<file path="src/rtl/memory_arbiter.sv">
// memory_arbiter: round-robin sharing of one single-port SPRAM (1-cycle read
// latency, active-low write strobe) between NUM_MASTERS requesters.
// Grant is combinational from REQ and a registered priority pointer. Read data
// is returned one cycle after the grant, tagged by a registered one-hot RVALID.
// Optional feature macro: MEMARB_LOCK_EN. When it is defined, a master holding
// REQ&LOCK keeps its grant for up to LOCK_MAX consecutive grants.
// Valid/ready contract: a master raises REQ and holds it, together with WR, ADDR
// and WDATA, until it sees GNT. The access is taken on the rising edge where
// REQ&GNT is high. Dropping REQ before that edge withdraws the request.
module memory_arbiter #(
  parameter int BITS         = 16,
  parameter int ADDRESS_BITS = 16,
  parameter int NUM_MASTERS  = 3,
  parameter int LOCK_MAX     = 16
) (
  input  logic                                CLK,
  input  logic                                RST,
  input  logic [NUM_MASTERS-1:0]              REQ,
  input  logic [NUM_MASTERS-1:0]              WR,
  input  logic [NUM_MASTERS*ADDRESS_BITS-1:0] ADDR,
  input  logic [NUM_MASTERS*BITS-1:0]         WDATA,
  input  logic [NUM_MASTERS-1:0]              LOCK,
  output logic [NUM_MASTERS-1:0]              GNT,
  output logic [BITS-1:0]                     RDATA,
  output logic [NUM_MASTERS-1:0]              RVALID,
  output logic [ADDRESS_BITS-1:0]             MEM_ADDRESS,
  output logic [BITS-1:0]                     MEM_DATA_IN,
  output logic                                MEM_WRb,
  input  logic [BITS-1:0]                     MEM_DATA_OUT
);

  localparam int PTR_W = (NUM_MASTERS > 1) ? $clog2(NUM_MASTERS) : 1;
  localparam int CNT_W = $clog2(LOCK_MAX + 1);

  logic [PTR_W-1:0]       ptr_q, ptr_d;
  logic [PTR_W-1:0]       gnt_idx;
  logic                   gnt_any;
  logic [NUM_MASTERS-1:0] rvalid_q, rvalid_d;
  logic [PTR_W:0]         sum;
  logic [PTR_W-1:0]       cand;

`ifdef MEMARB_LOCK_EN
  logic                   owner_vld_q, owner_vld_d;
  logic [PTR_W-1:0]       owner_q, owner_d;
  logic [CNT_W-1:0]       lock_cnt_q, lock_cnt_d;
  logic                   lock_hit;
`else
  logic                   unused_lock;
  assign unused_lock = ^LOCK;
`endif

  // Arbitration: the locked owner wins if allowed, otherwise the first requester from ptr upward.
  always_comb begin
    gnt_any = 1'b0;
    gnt_idx = '0;
    sum     = '0;
    cand    = '0;
    for (int k = 0; k < NUM_MASTERS; k++) begin
      sum = {1'b0, ptr_q} + (PTR_W+1)'(k);
      if (sum >= (PTR_W+1)'(NUM_MASTERS)) sum = sum - (PTR_W+1)'(NUM_MASTERS);
      cand = sum[PTR_W-1:0];
      if (!gnt_any && REQ[cand]) begin
        gnt_any = 1'b1;
        gnt_idx = cand;
      end
    end
`ifdef MEMARB_LOCK_EN
    // lock_cnt_q counts locked regrants, so the owner gets LOCK_MAX grants in a row at most.
    lock_hit = owner_vld_q && REQ[owner_q] && LOCK[owner_q] &&
               (lock_cnt_q < CNT_W'(LOCK_MAX - 1));
    if (lock_hit) begin
      gnt_any = 1'b1;
      gnt_idx = owner_q;
    end
`endif
    if (RST) gnt_any = 1'b0;
  end

  // Memory-side mux and grant vector; idle bus when nothing is granted, so no spurious writes.
  always_comb begin
    GNT         = '0;
    MEM_ADDRESS = '0;
    MEM_DATA_IN = '0;
    MEM_WRb     = 1'b1;
    for (int i = 0; i < NUM_MASTERS; i++) begin
      if (gnt_any && (gnt_idx == PTR_W'(i))) begin
        GNT[i]      = 1'b1;
        MEM_ADDRESS = ADDR[i*ADDRESS_BITS +: ADDRESS_BITS];
        MEM_DATA_IN = WDATA[i*BITS +: BITS];
        MEM_WRb     = ~WR[i];
      end
    end
  end

  // Next-state: pointer rotates past the winner; a granted read tags RVALID for the next cycle.
  always_comb begin
    ptr_d    = ptr_q;
    rvalid_d = '0;
    if (gnt_any) begin
      ptr_d = (gnt_idx == PTR_W'(NUM_MASTERS - 1)) ? '0 : gnt_idx + 1'b1;
      for (int i = 0; i < NUM_MASTERS; i++) begin
        if ((gnt_idx == PTR_W'(i)) && !WR[i]) rvalid_d[i] = 1'b1;
      end
    end
`ifdef MEMARB_LOCK_EN
    owner_vld_d = gnt_any;
    owner_d     = gnt_any ? gnt_idx : owner_q;
    lock_cnt_d  = (gnt_any && lock_hit) ? lock_cnt_q + 1'b1 : '0;
`endif
  end

  // State registers with synchronous active-high reset.
  always_ff @(posedge CLK) begin
    if (RST) begin
      ptr_q       <= '0;
      rvalid_q    <= '0;
`ifdef MEMARB_LOCK_EN
      owner_vld_q <= 1'b0;
      owner_q     <= '0;
      lock_cnt_q  <= '0;
`endif
    end else begin
      ptr_q       <= ptr_d;
      rvalid_q    <= rvalid_d;
`ifdef MEMARB_LOCK_EN
      owner_vld_q <= owner_vld_d;
      owner_q     <= owner_d;
      lock_cnt_q  <= lock_cnt_d;
`endif
    end
  end

  // A reset arriving while a read is in flight drops its RVALID immediately.
  assign RVALID = RST ? '0 : rvalid_q;
  assign RDATA  = MEM_DATA_OUT;

endmodule

</file>
<file path="config.mk">
export PLATFORM = sky130hd
export DESIGN_NAME = memory_arbiter
export DESIGN_NICKNAME = d
export VERILOG_FILES = /design/src/rtl/memory_arbiter.sv
export SDC_FILE = /design/constraint.sdc
export NUM_CORES = 1
export LEC_CHECK = 0
export CAP_MARGIN = 20
export CORE_MARGIN = 2
export CORE_UTILIZATION = 27
export CTS_CLUSTER_SIZE = 25
export DETAILED_ROUTE_END_ITERATION = 7
export GPL_ROUTABILITY_DRIVEN = 0
export PLACE_DENSITY_LB_ADDON = 0.1
export SLEW_MARGIN = 20
export SYNTH_ARGS = -nofsm -noshare
export SYNTH_HDL_FRONTEND = slang
export SYNTH_SLANG_ARGS = --single-unit
</file>
<file path="constraint.sdc">
create_clock -name CLK -period 3.7 [get_ports CLK]
set_input_delay 0.74 -clock CLK [delete_from_list [all_inputs] [get_ports CLK]]
set_output_delay 0.74 -clock CLK [all_outputs]
set_load 0.01 [all_outputs]
</file>
==> flow_metrics.env <==
export IMPL_placed_cells=353
export IMPL_dr_total_vias=1817
export IMPL_timing_hold_worst_class="reg -> reg"
export IMPL_cts_tree="built"
export IMPL_postPlaceCellArea_mm2=0.00280
export IMPL_rsz0062_at_grt="no"
export IMPL_die_height_um=74.2
export IMPL_finClkSkew_ps=2.86
export IMPL_setup_worst_path_end_class="primary output"
export IMPL_drc=0
export IMPL_hold_viol_final=0
export IMPL_via_count_of_the_first_global_routing_pass=1813
export IMPL_placement_io_buffers=142
export IMPL_dr_pass1_iters=4
export IMPL_synthesis_to_finish_area_growth_pct=118
export IMPL_placementRows=25
export IMPL_crit_chain="clkdlybuf4s50_1 > nor2b_1 > a211oi_2 > o21ai_2 > a211oi_4 > buf_4 > buf_4 > clkdlybuf4s50_1"
export IMPL_wire_length_per_cell_um=15.2
export IMPL_peakVddDrop_mv=0.342
export IMPL_synth_cell_area_mm2=0.00133
export IMPL_gr_total_overflow=0
export IMPL_layout_cell_area_non_filler_mm2=0.00290
export IMPL_critical_path_class="in -> out"
export IMPL_max_clock_freq_mhz=281
export IMPL_final_antenna_violating_net_count=0
export IMPL_worstPathMaxFanout=7
export IMPL_coreArea_mm2=0.00475
export IMPL_standard_cell_with_the_maximum_stage_delay_on_the_critical_path="clkdlybuf4s50_1"
export IMPL_clock_root_buffer="clkbuf_8"
export IMPL_post_synth_inst_count=154
export IMPL_worstMarginPinSlew_ps=313
export IMPL_final_critical_path_share_of_the_clock_period_pct=96.1
export IMPL_die_area_mm2=0.00551
export IMPL_synth_yosys_warnings=0
export IMPL_timing_slew_headroom_pct=79.1
export IMPL_power_leakage_nw=1.32
export IMPL_synth_yosys_seq_area_share_pct=7.52
export IMPL_worst_path_buf_inv=4
export IMPL_max_stage_delay_ps=520
export IMPL_totalNegativeSetupSlack_ps=0
export IMPL_grt_max_degree=31
export IMPL_drive_above_1_share_pct=13.8
export IMPL_insertion_delay_ps=220
export IMPL_ioPinCount=178
export IMPL_power_density_mw_per_mm2=559
export IMPL_final_nets=418
export IMPL_totalWireLength_um=5440
export IMPL_count_of_distinct_cell_types_in_the_synthesized_netlist=37
export IMPL_minimum_clock_period_ps=3560
export IMPL_insertedDiodeCount=0
export IMPL_fp_dieW_um=74.2
export IMPL_postLayoutCoreUtil_pct=60.9
export IMPL_clock_sinks=5
export IMPL_cp_required_ps=2960
export IMPL_ctsLongestPathBuffers=2
export IMPL_nFillCells=429
export IMPL_type_of_origin_of_the_critical_path="input pin"
export IMPL_grt_first_pass_wirelength_um=7940
export IMPL_htreeDepth=1
export IMPL_cts_buffers_inserted=3
export IMPL_drv_max_cap_violation_count=0
export IMPL_initial_cell_density_of_the_core_pct=28.0
export IMPL_detail_placement_hpwl_um=4320
export IMPL_slew_violations=0
export IMPL_grt_util_all_layers_pct=17.7
export IMPL_grt_antenna_before_repair=0
export IMPL_run_status="complete, no violations"
export IMPL_cell_family_with_the_largest_share_of_critical_path_delay="buffers and inverters"
export IMPL_postCtsSetupBuffers=0
export IMPL_routed_via_density=5.09
export IMPL_synthesis_nets=281
export IMPL_cts_clk_slew_worst_paths_ps=40
export IMPL_ys_seq_elements=5
export IMPL_critical_path_arrival_ps=2820
export IMPL_final_setup_viol_count=0
export IMPL_finalNonFillerCells=357
export IMPL_post_synth_cell_area_avg_um2=8.64
export IMPL_initialDrtViolationCount=55
power by group:
group / switching, mW / total [mW] / internal [mW]
combinational: 0.655 / 1.44 / 0.786
clock: 0.0263 / 0.100 / 0.0739
sequential: 0.00801 / 0.0785 / 0.0705
per-stage QoR:
step / worst slack (ps) / power (mW) / hold WS [ps]
floorplan: 943 / 0.913 / 470
global placement: -49.4 / 1.59 / 483
detailed placement: -53.9 / 1.59 / 494
CTS: 0.580 / 1.66 / 499
global route: 76.5 / 1.75 / 538
finish: 143 / 1.62 / 492
flip-flops by register name (all words and copies together) (netlist names):
signal    flops
rvalid_q      3
ptr_q         2
placed cells by master, fill, tap and decap left out, types with 3 or more instances in the layout:
cell type and instances:
dlymetal6s2s_1 18, dlygate4sd2_1 16, nor3b_1 31, nand2b_1 3, inv_1 4, clkbuf_8 3
buf_12 3, buf_4 18, ha_1 4, a221o_1 32, nor2b_1 6, nand2_1 3
clkdlybuf4s50_1 108, dfxtp_1 5, a21oi_1 4
logic make-up after synthesis:
logic type,synth area share (%)
AOI/OAI and AO/OA,38.6
and+or+nand+nor,28.9
buffers and inverters,18.9
DFF,7.52
adders and majority gates,3.76
muxes,2.35
Yosys cell counts:
| library cell | count | share of area, % |
|---|---|---|
| a211o_1 | 1 | 0.66 |
| a211oi_1 | 2 | 1.1 |
| a211oi_4 | 1 | 1.5 |
| a21bo_2 | 1 | 0.75 |
| a21oi_1 | 4 | 1.5 |
| a221o_1 | 32 | 24 |
| a2bb2o_4 | 1 | 1.5 |
| a32oi_1 | 1 | 0.66 |
| and2b_1 | 1 | 0.56 |
| and4b_4 | 1 | 1.0 |
| buf_2 | 6 | 2.3 |
| buf_4 | 16 | 9.0 |
| buf_6 | 7 | 5.9 |
| clkbuf_1 | 2 | 0.56 |
| dfxtp_1 | 5 | 7.5 |
| ha_1 | 4 | 3.8 |
| inv_1 | 4 | 1.1 |
| mux2_1 | 1 | 0.85 |
| mux2i_1 | 2 | 1.5 |
| nand2_1 | 3 | 0.85 |
| nand2b_1 | 3 | 1.4 |
| nand2b_2 | 1 | 0.66 |
| nand3_2 | 1 | 0.75 |
| nand4_2 | 1 | 0.94 |
| nor2_1 | 2 | 0.56 |
| nor2b_1 | 6 | 2.8 |
| nor2b_2 | 1 | 0.66 |
| nor3b_1 | 33 | 19 |
| o211a_1 | 1 | 0.75 |
| o211ai_1 | 1 | 0.56 |
| o21a_1 | 2 | 1.1 |
| o21ai_0 | 1 | 0.38 |
| o21ai_1 | 1 | 0.38 |
| o21ai_4 | 1 | 1.2 |
| o221a_2 | 1 | 0.85 |
| o221ai_1 | 1 | 0.66 |
| o22ai_1 | 2 | 0.94 |
worst register-to-register path, stage by stage, from the launching register on:
cell and delay (ps):
dfxtp_1 360, inv_1 80, ha_1 390, nand2b_2 130, a21bo_2 240, and4b_4 210, a211oi_4 220, buf_4 210
buf_4 120, and2b_1 100
repair_timing:
item	CTS	global route
setup endpoints to repair	31	19
hold endpoints to repair	0	0
hold buffers	0	0
pin swaps	0	1
resized for setup	20	21
routing by layer:
metal,part of all wire [%],global-route usage (%),wire [um]
met1,38,20.9,2060
met2,48,31.1,2640
met3,13,7.05,703
met4,0.81,2.38,44
met5,0,0,0
final cells by class:
type / count / area [um2] / share of cell area (%)
clock buffer: 4 / 45.0 / 1.55
timing repair buffer: 163 / 1640 / 56.6
inverter: 4 / 15.0 / 0.518
multi-input combinational: 114 / 1010 / 34.9
tap: 67 / 83.8 / 2.89
sequential: 5 / 100 / 3.45
worst paths after layout:
path              startpoint          end  slack (ps)  cells after the start
setup / recovery      REQ[0]       GNT[1]         140                      8
hold / removal      ptr_q[0]     ptr_q[0]         490                      2
setup reg to reg    ptr_q[0]  rvalid_q[1]        1590                      9
hold reg to reg     ptr_q[0]     ptr_q[0]         490                      2
Power figures use the tool's default switching activity.
